File: config.mk
export PLATFORM = sky130hd
export DESIGN_NAME = issue_queue
export DESIGN_NICKNAME = d
export VERILOG_FILES = /design/src/rtl/issue_queue_pkg.sv /design/src/rtl/iq_free_finder.sv /design/src/rtl/issue_queue.sv
export SDC_FILE = /design/constraint.sdc
export NUM_CORES = 2
export LEC_CHECK = 0
export CAP_MARGIN = 20
export CELL_PAD_IN_SITES_DETAIL_PLACEMENT = 1
export CELL_PAD_IN_SITES_GLOBAL_PLACEMENT = 1
export CORE_MARGIN = 4
export CORE_UTILIZATION = 48
export DETAILED_ROUTE_END_ITERATION = 8
export GPL_TIMING_DRIVEN = 1
export PLACE_DENSITY_LB_ADDON = 0.1
export SLEW_MARGIN = 40
export SYNTH_ARGS = -nofsm -noshare
export SYNTH_HDL_FRONTEND = slang
export SYNTH_SLANG_ARGS = --single-unit
File: constraint.sdc
create_clock -name clk -period 6.4 [get_ports clk]
set_input_delay 0.64 -clock clk [delete_from_list [all_inputs] [get_ports clk]]
set_output_delay 0.64 -clock clk [all_outputs]
set_load 0.05 [all_outputs]
File: src/rtl/issue_queue_pkg.sv
// ============================================================================
// Module   : issue_queue_pkg
// Purpose  : Shared defaults and opcode constants for the issue queue slice.
// Contents : Default widths/depth for issue_queue and the RV64 major opcode
//            encodings used by dispatch.
// Revision : 1.0 - initial release
// ============================================================================
`default_nettype none

package issue_queue_pkg;

  localparam int OPCODE_WIDTH_DEF = 7;
  localparam int ISSUE_DEPTH_DEF  = 16;
  localparam int AGE_WIDTH_DEF    = 5;
  localparam int PREG_WIDTH_DEF   = 7;

  // RV64 major opcodes (instruction bits [6:0]).
  localparam logic [6:0] R_TYPE = 7'b0110011;
  localparam logic [6:0] I_TYPE = 7'b0010011;
  localparam logic [6:0] LOAD   = 7'b0000011;
  localparam logic [6:0] STORE  = 7'b0100011;
  localparam logic [6:0] BRANCH = 7'b1100011;

endpackage

`default_nettype wire

File: src/rtl/iq_free_finder.sv
// ============================================================================
// Module   : iq_free_finder
// Purpose  : Lowest-index-first priority encoder over the free-slot vector.
// Ports    : free_i  - one bit per slot, 1 = slot is free
//            idx_o   - index of the lowest free slot (0 when none found)
//            found_o - at least one slot is free
// Revision : 1.0 - initial release
// ============================================================================
`default_nettype none

module iq_free_finder
  import issue_queue_pkg::*;
#(
  parameter int DEPTH = ISSUE_DEPTH_DEF,
  parameter int IDX_W = $clog2(DEPTH)
) (
  input  logic [DEPTH-1:0] free_i,
  output logic [IDX_W-1:0] idx_o,
  output logic             found_o
);

  // Scan from the top down so the lowest free index is the last one written.
  always_comb begin
    idx_o   = '0;
    found_o = 1'b0;
    for (int i = DEPTH - 1; i >= 0; i--) begin
      if (free_i[i]) begin
        idx_o   = IDX_W'(i);
        found_o = 1'b1;
      end
    end
  end

endmodule

`default_nettype wire

File: src/rtl/issue_queue.sv
// ============================================================================
// Module   : issue_queue
// Purpose  : Out-of-order issue queue between rename/dispatch and the issue
//            arbiter. Holds renamed instructions, tracks operand readiness
//            from writeback wakeups and keeps a dense relative age per entry
//            (0 = oldest) for the arbiter.
// Ports    : clk/rst_n            - clock, synchronous active-low reset
//            flush                - drop every entry
//            disp_*               - dispatch handshake and payload
//            wb_valid/wb_pdst     - wakeup broadcast
//            iq_op/iq_req/iq_age  - registered per-entry view for the arbiter
//            grant/grant_addr     - arbiter selection
//            iss_*                - combinational payload of the granted entry
//            count                - number of valid entries
// Revision : 1.0 - initial release
// ============================================================================
`default_nettype none

module issue_queue
  import issue_queue_pkg::*;
#(
  parameter int OPCODE_WIDTH = OPCODE_WIDTH_DEF,
  parameter int ISSUE_DEPTH  = ISSUE_DEPTH_DEF,
  parameter int AGE_WIDTH    = AGE_WIDTH_DEF,
  parameter int PREG_WIDTH   = PREG_WIDTH_DEF,
  parameter int IDX_W        = $clog2(ISSUE_DEPTH)
) (
  input  logic                              clk,
  input  logic                              rst_n,
  input  logic                              flush,
  input  logic                              disp_valid,
  output logic                              disp_ready,
  input  logic [OPCODE_WIDTH-1:0]           disp_op,
  input  logic [PREG_WIDTH-1:0]             disp_psrc1,
  input  logic [PREG_WIDTH-1:0]             disp_psrc2,
  input  logic                              disp_src1_rdy,
  input  logic                              disp_src2_rdy,
  input  logic [PREG_WIDTH-1:0]             disp_pdst,
  input  logic                              wb_valid,
  input  logic [PREG_WIDTH-1:0]             wb_pdst,
  output logic [ISSUE_DEPTH*OPCODE_WIDTH-1:0] iq_op,
  output logic [ISSUE_DEPTH-1:0]            iq_req,
  output logic [ISSUE_DEPTH*AGE_WIDTH-1:0]  iq_age,
  input  logic                              grant,
  input  logic [IDX_W-1:0]                  grant_addr,
  output logic                              iss_valid,
  output logic [OPCODE_WIDTH-1:0]           iss_op,
  output logic [PREG_WIDTH-1:0]             iss_psrc1,
  output logic [PREG_WIDTH-1:0]             iss_psrc2,
  output logic [PREG_WIDTH-1:0]             iss_pdst,
  output logic [AGE_WIDTH-1:0]              count
);

  // Entry state
  logic [ISSUE_DEPTH-1:0]  valid_q, valid_d;
  logic [ISSUE_DEPTH-1:0]  rdy1_q, rdy1_d;
  logic [ISSUE_DEPTH-1:0]  rdy2_q, rdy2_d;
  logic [OPCODE_WIDTH-1:0] op_q    [ISSUE_DEPTH];
  logic [OPCODE_WIDTH-1:0] op_d    [ISSUE_DEPTH];
  logic [PREG_WIDTH-1:0]   psrc1_q [ISSUE_DEPTH];
  logic [PREG_WIDTH-1:0]   psrc1_d [ISSUE_DEPTH];
  logic [PREG_WIDTH-1:0]   psrc2_q [ISSUE_DEPTH];
  logic [PREG_WIDTH-1:0]   psrc2_d [ISSUE_DEPTH];
  logic [PREG_WIDTH-1:0]   pdst_q  [ISSUE_DEPTH];
  logic [PREG_WIDTH-1:0]   pdst_d  [ISSUE_DEPTH];
  logic [AGE_WIDTH-1:0]    age_q   [ISSUE_DEPTH];
  logic [AGE_WIDTH-1:0]    age_d   [ISSUE_DEPTH];
  logic [AGE_WIDTH-1:0]    count_q, count_d;

  // Control
  logic                    issue_fire;
  logic                    disp_fire;
  logic [IDX_W-1:0]        free_idx;
  logic                    free_found;
  logic [AGE_WIDTH-1:0]    grant_age;
  logic [AGE_WIDTH-1:0]    disp_age;
  logic                    disp_rdy1;
  logic                    disp_rdy2;
  logic [ISSUE_DEPTH-1:0]  wake1;
  logic [ISSUE_DEPTH-1:0]  wake2;
  logic [ISSUE_DEPTH-1:0]  age_dec;

  // Searching ~valid_q (not the next-state) keeps a slot freed by this
  // cycle's issue out of reach until the following cycle.
  iq_free_finder #(
    .DEPTH (ISSUE_DEPTH),
    .IDX_W (IDX_W)
  ) u_free_finder (
    .free_i  (~valid_q),
    .idx_o   (free_idx),
    .found_o (free_found)
  );

  assign issue_fire = grant & valid_q[grant_addr];
  assign grant_age  = age_q[grant_addr];
  assign disp_ready = (count_q != AGE_WIDTH'(ISSUE_DEPTH));
  assign disp_fire  = disp_valid & disp_ready & free_found;
  // The issuing entry leaves at the same edge, so the newcomer sits one lower.
  assign disp_age   = count_q - AGE_WIDTH'(issue_fire);
  // Same-cycle wakeup must be captured for the entry being written.
  assign disp_rdy1  = disp_src1_rdy | (wb_valid & (wb_pdst == disp_psrc1));
  assign disp_rdy2  = disp_src2_rdy | (wb_valid & (wb_pdst == disp_psrc2));

  generate
    for (genvar i = 0; i < ISSUE_DEPTH; i++) begin : g_entry
      assign wake1[i]   = wb_valid & valid_q[i] & (psrc1_q[i] == wb_pdst);
      assign wake2[i]   = wb_valid & valid_q[i] & (psrc2_q[i] == wb_pdst);
      // Entries younger than the issued one close the gap in the age order.
      assign age_dec[i] = issue_fire & valid_q[i] & (age_q[i] > grant_age);

      assign iq_req[i]                              = valid_q[i] & rdy1_q[i] & rdy2_q[i];
      assign iq_op[i*OPCODE_WIDTH +: OPCODE_WIDTH] = op_q[i];
      // Ages are zeroed whenever an entry leaves, so invalid slots read 0.
      assign iq_age[i*AGE_WIDTH +: AGE_WIDTH]       = age_q[i];
    end
  endgenerate

  always_comb begin
    valid_d = valid_q;
    rdy1_d  = rdy1_q;
    rdy2_d  = rdy2_q;
    op_d    = op_q;
    psrc1_d = psrc1_q;
    psrc2_d = psrc2_q;
    pdst_d  = pdst_q;
    age_d   = age_q;
    count_d = count_q + AGE_WIDTH'(disp_fire) - AGE_WIDTH'(issue_fire);

    for (int i = 0; i < ISSUE_DEPTH; i++) begin
      if (age_dec[i]) age_d[i] = age_q[i] - AGE_WIDTH'(1);
      if (wake1[i])   rdy1_d[i] = 1'b1;
      if (wake2[i])   rdy2_d[i] = 1'b1;
    end

    if (issue_fire) begin
      valid_d[grant_addr] = 1'b0;
      age_d[grant_addr]   = '0;
    end

    // The dispatch slot is always invalid, so it never collides with the grant.
    if (disp_fire) begin
      valid_d[free_idx] = 1'b1;
      op_d[free_idx]    = disp_op;
      psrc1_d[free_idx] = disp_psrc1;
      psrc2_d[free_idx] = disp_psrc2;
      pdst_d[free_idx]  = disp_pdst;
      rdy1_d[free_idx]  = disp_rdy1;
      rdy2_d[free_idx]  = disp_rdy2;
      age_d[free_idx]   = disp_age;
    end

    if (flush) begin
      valid_d = '0;
      age_d   = '{default: '0};
      count_d = '0;
    end
  end

  always_ff @(posedge clk) begin
    if (!rst_n) begin
      valid_q <= '0;
      rdy1_q  <= '0;
      rdy2_q  <= '0;
      op_q    <= '{default: '0};
      psrc1_q <= '{default: '0};
      psrc2_q <= '{default: '0};
      pdst_q  <= '{default: '0};
      age_q   <= '{default: '0};
      count_q <= '0;
    end else begin
      valid_q <= valid_d;
      rdy1_q  <= rdy1_d;
      rdy2_q  <= rdy2_d;
      op_q    <= op_d;
      psrc1_q <= psrc1_d;
      psrc2_q <= psrc2_d;
      pdst_q  <= pdst_d;
      age_q   <= age_d;
      count_q <= count_d;
    end
  end

  // Issue payload is combinational from the grant; a flush does not gate it.
  assign iss_valid = issue_fire;
  assign iss_op    = issue_fire ? op_q[grant_addr]    : '0;
  assign iss_psrc1 = issue_fire ? psrc1_q[grant_addr] : '0;
  assign iss_psrc2 = issue_fire ? psrc2_q[grant_addr] : '0;
  assign iss_pdst  = issue_fire ? pdst_q[grant_addr]  : '0;
  assign count     = count_q;

endmodule

`default_nettype wire
After elaboration in Yosys (flattened, before gate mapping)
Index checks and enable logic that the tools add are counted.

storage, ports and cells
  input bits = 47
  logic and storage cells = 419
  register bits after elaboration = 581

operators by class
  order comparisons = 24
  mux-type cells = 124
  bitwise operators = 128
  $add $sub $neg = 19
  reduce and logical (&&, ||, !) cells = 5
  equal/unequal tests = 35

operator list
  operator                                                               count
  112-bit bitwise mux                                                    4
  7-bit equality test                                                    34
  80-bit 2-to-1 mux                                                      2
  1-bit AND                                                              117
  7-bit binary-select mux with 4-bit select                              4
  5-bit 2-to-1 mux                                                       20
  7-bit 2-to-1 mux                                                       13
  80-bit AND                                                             1
  80-bit bitwise mux                                                     1
  5-bit greater-than comparator                                          16
  80-bit NOT                                                             1
  5-bit by 1-bit subtractor with 5-bit output (second input constant)    16
  16-bit 2-to-1 mux                                                      4
  4-bit 2-to-1 mux                                                       16
  1-bit 2-to-1 mux                                                       51
  5-bit demux with 4-bit select                                          2
  16-bit bitwise mux                                                     2
  16-bit NOT                                                             2
  7-bit demux with 4-bit select                                          1
  5-bit binary-select mux with 4-bit select                              1
  16-bit AND                                                             1
  16-bit OR                                                              1
  5-bit greater-or-equal comparator (second input constant)              2
  4-bit by 5-bit < comparator with 1-bit output (second input constant)  2
  12 further kinds                                                       21

Depth between registers and ports, before layout
  depth in word-level cells = 24
  depth in mapped cells = 15
  gate-level depth less buffers = 13

By module
A second synthesis with hierarchy kept.

second synthesis, totals
  cell total of the unflattened synthesis = 3588
  area, all modules = 32104.5 sq um

modules (own cells, without submodules)
  module          cells an instance  area each (sq um)  seq. area each (sq um)  times used
  issue_queue     3555               31925.6            11631.2                 1
  iq_free_finder  33                 178.9              0.0                     1

Worst setup path after synthesis
Ideal clock, no wire load.

  path type = input-to-reg
  from = input grant_addr[1]
  to = register age_q, in the netlist iq_age[24]
  cell stages on the path = 13
  arrival time = 4.205 ns
  slack = 2.068 ns
  buffers on the path = 3
  library setup time = 0.127 ns
  path through = buf_2 -> clkbuf_1 -> clkbuf_1 -> mux4_2 -> mux4_2 -> inv_1 -> ha_1 -> and2_1 -> a41o_1 -> a211o_1 -> nor3_1 -> nor3_1 -> or3_1

on the way
  cells in the longest elaborated chain, start to end = 11
  elaborated cells between the ends (all ways) = 22
  those cells by class = add/sub: 1; order compare: 3; mux: 11; bitwise: 6; reduce/logical: 1

ends and longest elaborated chain
  what                                                 line                                   RTL
  start: declaration                                   issue_queue.sv:45                      input logic [IDX_W-1:0] grant_addr,
  4-bit NOT with 5-bit output (not written as such)    issue_queue.sv:95, issue_queue.sv:137
  5-bit binary-select mux with 4-bit select            issue_queue.sv:95                      assign grant_age = age_q[grant_addr];
  5-bit 2-to-1 mux (not written as such) (2 in a row)  issue_queue.sv:95
  5-bit greater-than comparator                        issue_queue.sv:109                     assign age_dec[i] = issue_fire & valid_q[i] & (age_q[i] > grant_age);
  1-bit AND                                            issue_queue.sv:109
  5-bit 2-to-1 mux                                     issue_queue.sv:130                     if (age_dec[i]) age_d[i] = age_q[i] - AGE_WIDTH'(1);
  80-bit AND (no line)                                 n/a
  80-bit 2-to-1 mux                                    issue_queue.sv:135                     if (issue_fire) begin
  80-bit bitwise mux                                   issue_queue.sv:149                     age_d[free_idx] = disp_age;
  80-bit 2-to-1 mux (*)                                issue_queue.sv:141                     if (disp_fire) begin
  end signal: assignment                               issue_queue.sv:178                     age_q <= age_d;
  end: declaration                                     issue_queue.sv:66                      logic [AGE_WIDTH-1:0] age_q [ISSUE_DEPTH];

Every way passes the cells marked *; elsewhere a longest branch is shown, timed or not. The select of a mux whose other input is x is not followed.
A chain may end at the register's enable or synchronous reset.

Worst setup path in the final report
  from = register valid_q[1]
  to = output iss_psrc1[0]

on the way
  cells in the longest elaborated chain, start to end = 4

ends and longest elaborated chain
  what                                       line                RTL
  start: declaration                         issue_queue.sv:55   logic [ISSUE_DEPTH-1:0] valid_q, valid_d;
  start signal: assignment                   issue_queue.sv:171  valid_q <= valid_d;
  1-bit binary-select mux with 4-bit select  issue_queue.sv:94   assign issue_fire = grant & valid_q[grant_addr];
  1-bit 2-to-1 mux (not written as such)     issue_queue.sv:94
  1-bit AND                                  issue_queue.sv:94
  7-bit 2-to-1 mux                           issue_queue.sv:186  assign iss_psrc1 = issue_fire ? psrc1_q[grant_addr] : '0;
  end: declaration                           issue_queue.sv:48   output logic [PREG_WIDTH-1:0] iss_psrc1,

Every way passes these cells. The select of a mux whose other input is x is not followed.

==> reports/metrics.yaml <==
arrival_ps: 4260
rsz0062_at_grt: "false"
cp-start-kind: "flop"
die_area_um2: 71200
crit_type: "flop to primary output"
whs_endpoint: "pdst_q[34]"
preCtsSetupSlack_ps: 1470
met2_usage: 0.602
maxCapViolCount: 0
track_usage: 0.365
grtUsageMet1: 0.457
start_util: 0.486
mostFrequentLayoutCells: "nand2_1, dfxtp_1, a21boi_0, clkdlybuf4s50_1, xnor2_1"
viasPerCell: 6.35
clkLatencyLatePin_ps: 620
path_delay_family: "buffers and inverters"
route.detailed.drc: 0
hold_depth: 2
grt_use_met3: 0.0588
ff2ff_path_depth: 10
rows: 94
ys_seq_area_frac: 0.362
setup_viol: 0
r2r_end: "psrc2_q[19]"
post_cts_buffers: 0
max-vdd-ir-drop_v: 0.000203
cts_buffers: 67
period_share: 0.766
fin_crit_ps: 4900
cp_cell_sequence: "mux4_2 -> mux2i_1 -> o22a_4 -> inv_2 -> buf_4 -> and2_1 -> clkdlybuf4s50_1"
drv_slew: 0
ys_warn_count: 0
antenna_found_initial: 6
critPathRequiredTime_ps: 5760
boundaryPins: 290
cts.sinks: 581
hold_buffers: 0
clk_pin_slew_worst_paths_ps: 60
coreArea_um2: 66100
cts_tree: "yes"
synthCells: 3581
cts.path.max_buffers: 3
grt_pass1_wl_mm: 196
overflow: 0
cpPeakStageDelay_ps: 820
synthToLayoutAreaGrowth_pct: 17.2
critical_path.max_fanout: 18
avgSynthCellArea_um2: 8.98
cts-root-buf: "clkbuf_16"
rr_startpoint: "count[2]"
max_slew_margin: 0.365
via_count: 29300
path_buf_inv: 3
synthArstFlopShare: 0
final_nets: 3833
finalCoreUtilization: 0.570
holdWs_ps: 461
fmax_mhz: 204
wl_per_cell_um: 29.0
gp_congestion: 0.920
synth_edf_count: 0
dp_hpwl_mm: 87.0
status: "finished, final reports clean"
grt_pass1_vias: 30400
setup_ws_ps: 1500
synth_flop_cell: "dfxtp_1"
worstMarginPinSlew_ps: 952
cts-resized-gates: 0
skew_ps: 18.9
layout-drive-gt1-share: 0.114
grt-busiest-layer: "met2"
drt_wl_total_mm: 133
die_w_um: 267
r2r_setup_slack_ps: 2190
cts_htree_levels: 3
drtPass1Iterations: 5
min-delay-start: "pdst_q[34]"
synth_cell_types: 67
power_density_nw_per_um2: 217
final_common_cell: "nand2_1"
hold_viol: 0
crit_slowest_cell: "clkdlybuf4s50_1"
synth_area_um2: 32200
ys_seq_elements: 581
fp.dieH_um: 267
synth_nets: 3734
antenna_left: 0
end_kind: "primary output"
setup_tns_ps: 0
drt_iter0_markers: 2679
grt_max_degree: 247
leakage_uw: 0.0126
hold_class: "flop to flop"
io_buffers: 289
==> cells in the mapped netlist (all sizes together), types with 11 or more instances <==
cell type	instances	area [µm²]
a211oi	18	220
a21boi	434	3260
a21oi	47	235
and2	35	219
and3	20	125
buf	92	479
clkbuf	235	882
dfxtp	581	11600
ha	105	1310
inv	53	199
mux2i	20	200
mux4	169	3810
nand2	975	3660
nand2b	12	75.1
nand3	69	345
nand4	36	225
nor2	47	179
nor2b	35	219
nor3	16	80.1
nor4	41	282
o211ai	15	128
o21a	11	82.6
o21ai	31	155
o22ai	70	457
o311a	23	230
o31ai	11	82.6
or2	16	100
xnor2	186	1630
xor2	119	1040
==> stage by stage <==
step                      power, µW  area, µm²  std cells
final                          8180      37700       4605
after global routing           8400      37700       4600
after CTS                      8210      37600       4595
after detailed placement       4320      35400       4474
after global placement         4300      35300       4472
after floorplan                4120      32200       3581
==> sequential cells by signal, summed over array words and instances, names as in the netlist <==
register	flops
count	5
iq_age	80
iq_op	112
pdst_q	112
psrc1_q	112
psrc2_q	112
rdy1_q	16
rdy2_q	16
valid_q	16
==> worst register-to-register path, cell delays in order, from the launching register on <==
cell       delay [ps]
dfxtp_1           420
inv_1             110
ha_1              240
nand4bb_1         230
nand2_1           360
nor2_1            480
nand3_1           640
nor2_4            880
buf_4             440
nand2_1           110
a21boi_0          220
==> area by class of cell <==
cell class                 instances  area (µm²)
clock inverter                    16         209
multi-input combinational       2620       19100
clock buffer                     105        2020
fill                            7430       28400
timing repair buffer             357        3450
inverter                          53         199
antenna                            9        22.5
sequential                       581       11600
tap                              864        1080
==> worst max path at each step <==
stage                        from            to  slack, ps  cells past startpoint
global route        grant_addr[0]  iss_psrc1[0]       1350                      9
finish                 valid_q[1]  iss_psrc1[0]       1500                      7
CTS                 grant_addr[0]  iss_psrc1[0]       1480                      9
detailed placement  grant_addr[0]    iq_age[48]       1470                     13
global placement    grant_addr[0]  iss_psrc1[0]       1190                      8
floorplan           grant_addr[1]    iq_age[24]       2070                     13
==> cell families after synthesis <==
group                    Yosys count  synth area share
multiplexers                     191             0.125
flip-flops                       581             0.362
adder cells (fa/ha/maj)          106            0.0415
AND/OR/NAND/NOR                 1322             0.177
buffers and inverters            380            0.0485
XOR/XNOR                         305            0.0831
AO/OA/AOI/OAI                    696             0.162
==> power by group <==
part | leakage (µW) | switching, µW | internal (µW)
logic | 0.00683 | 386 | 210
registers | 0.00468 | 20.3 | 3640
clock network | 0.00110 | 1660 | 2270
==> metal layers <==
metal  vias up  share of wire
li1      12600              -
met3       374          0.073
met4         0          0.059
met2      1406           0.47
met1     14900           0.39
met5         -              0
No activity file was read; power rests on OpenSTA's default activity.
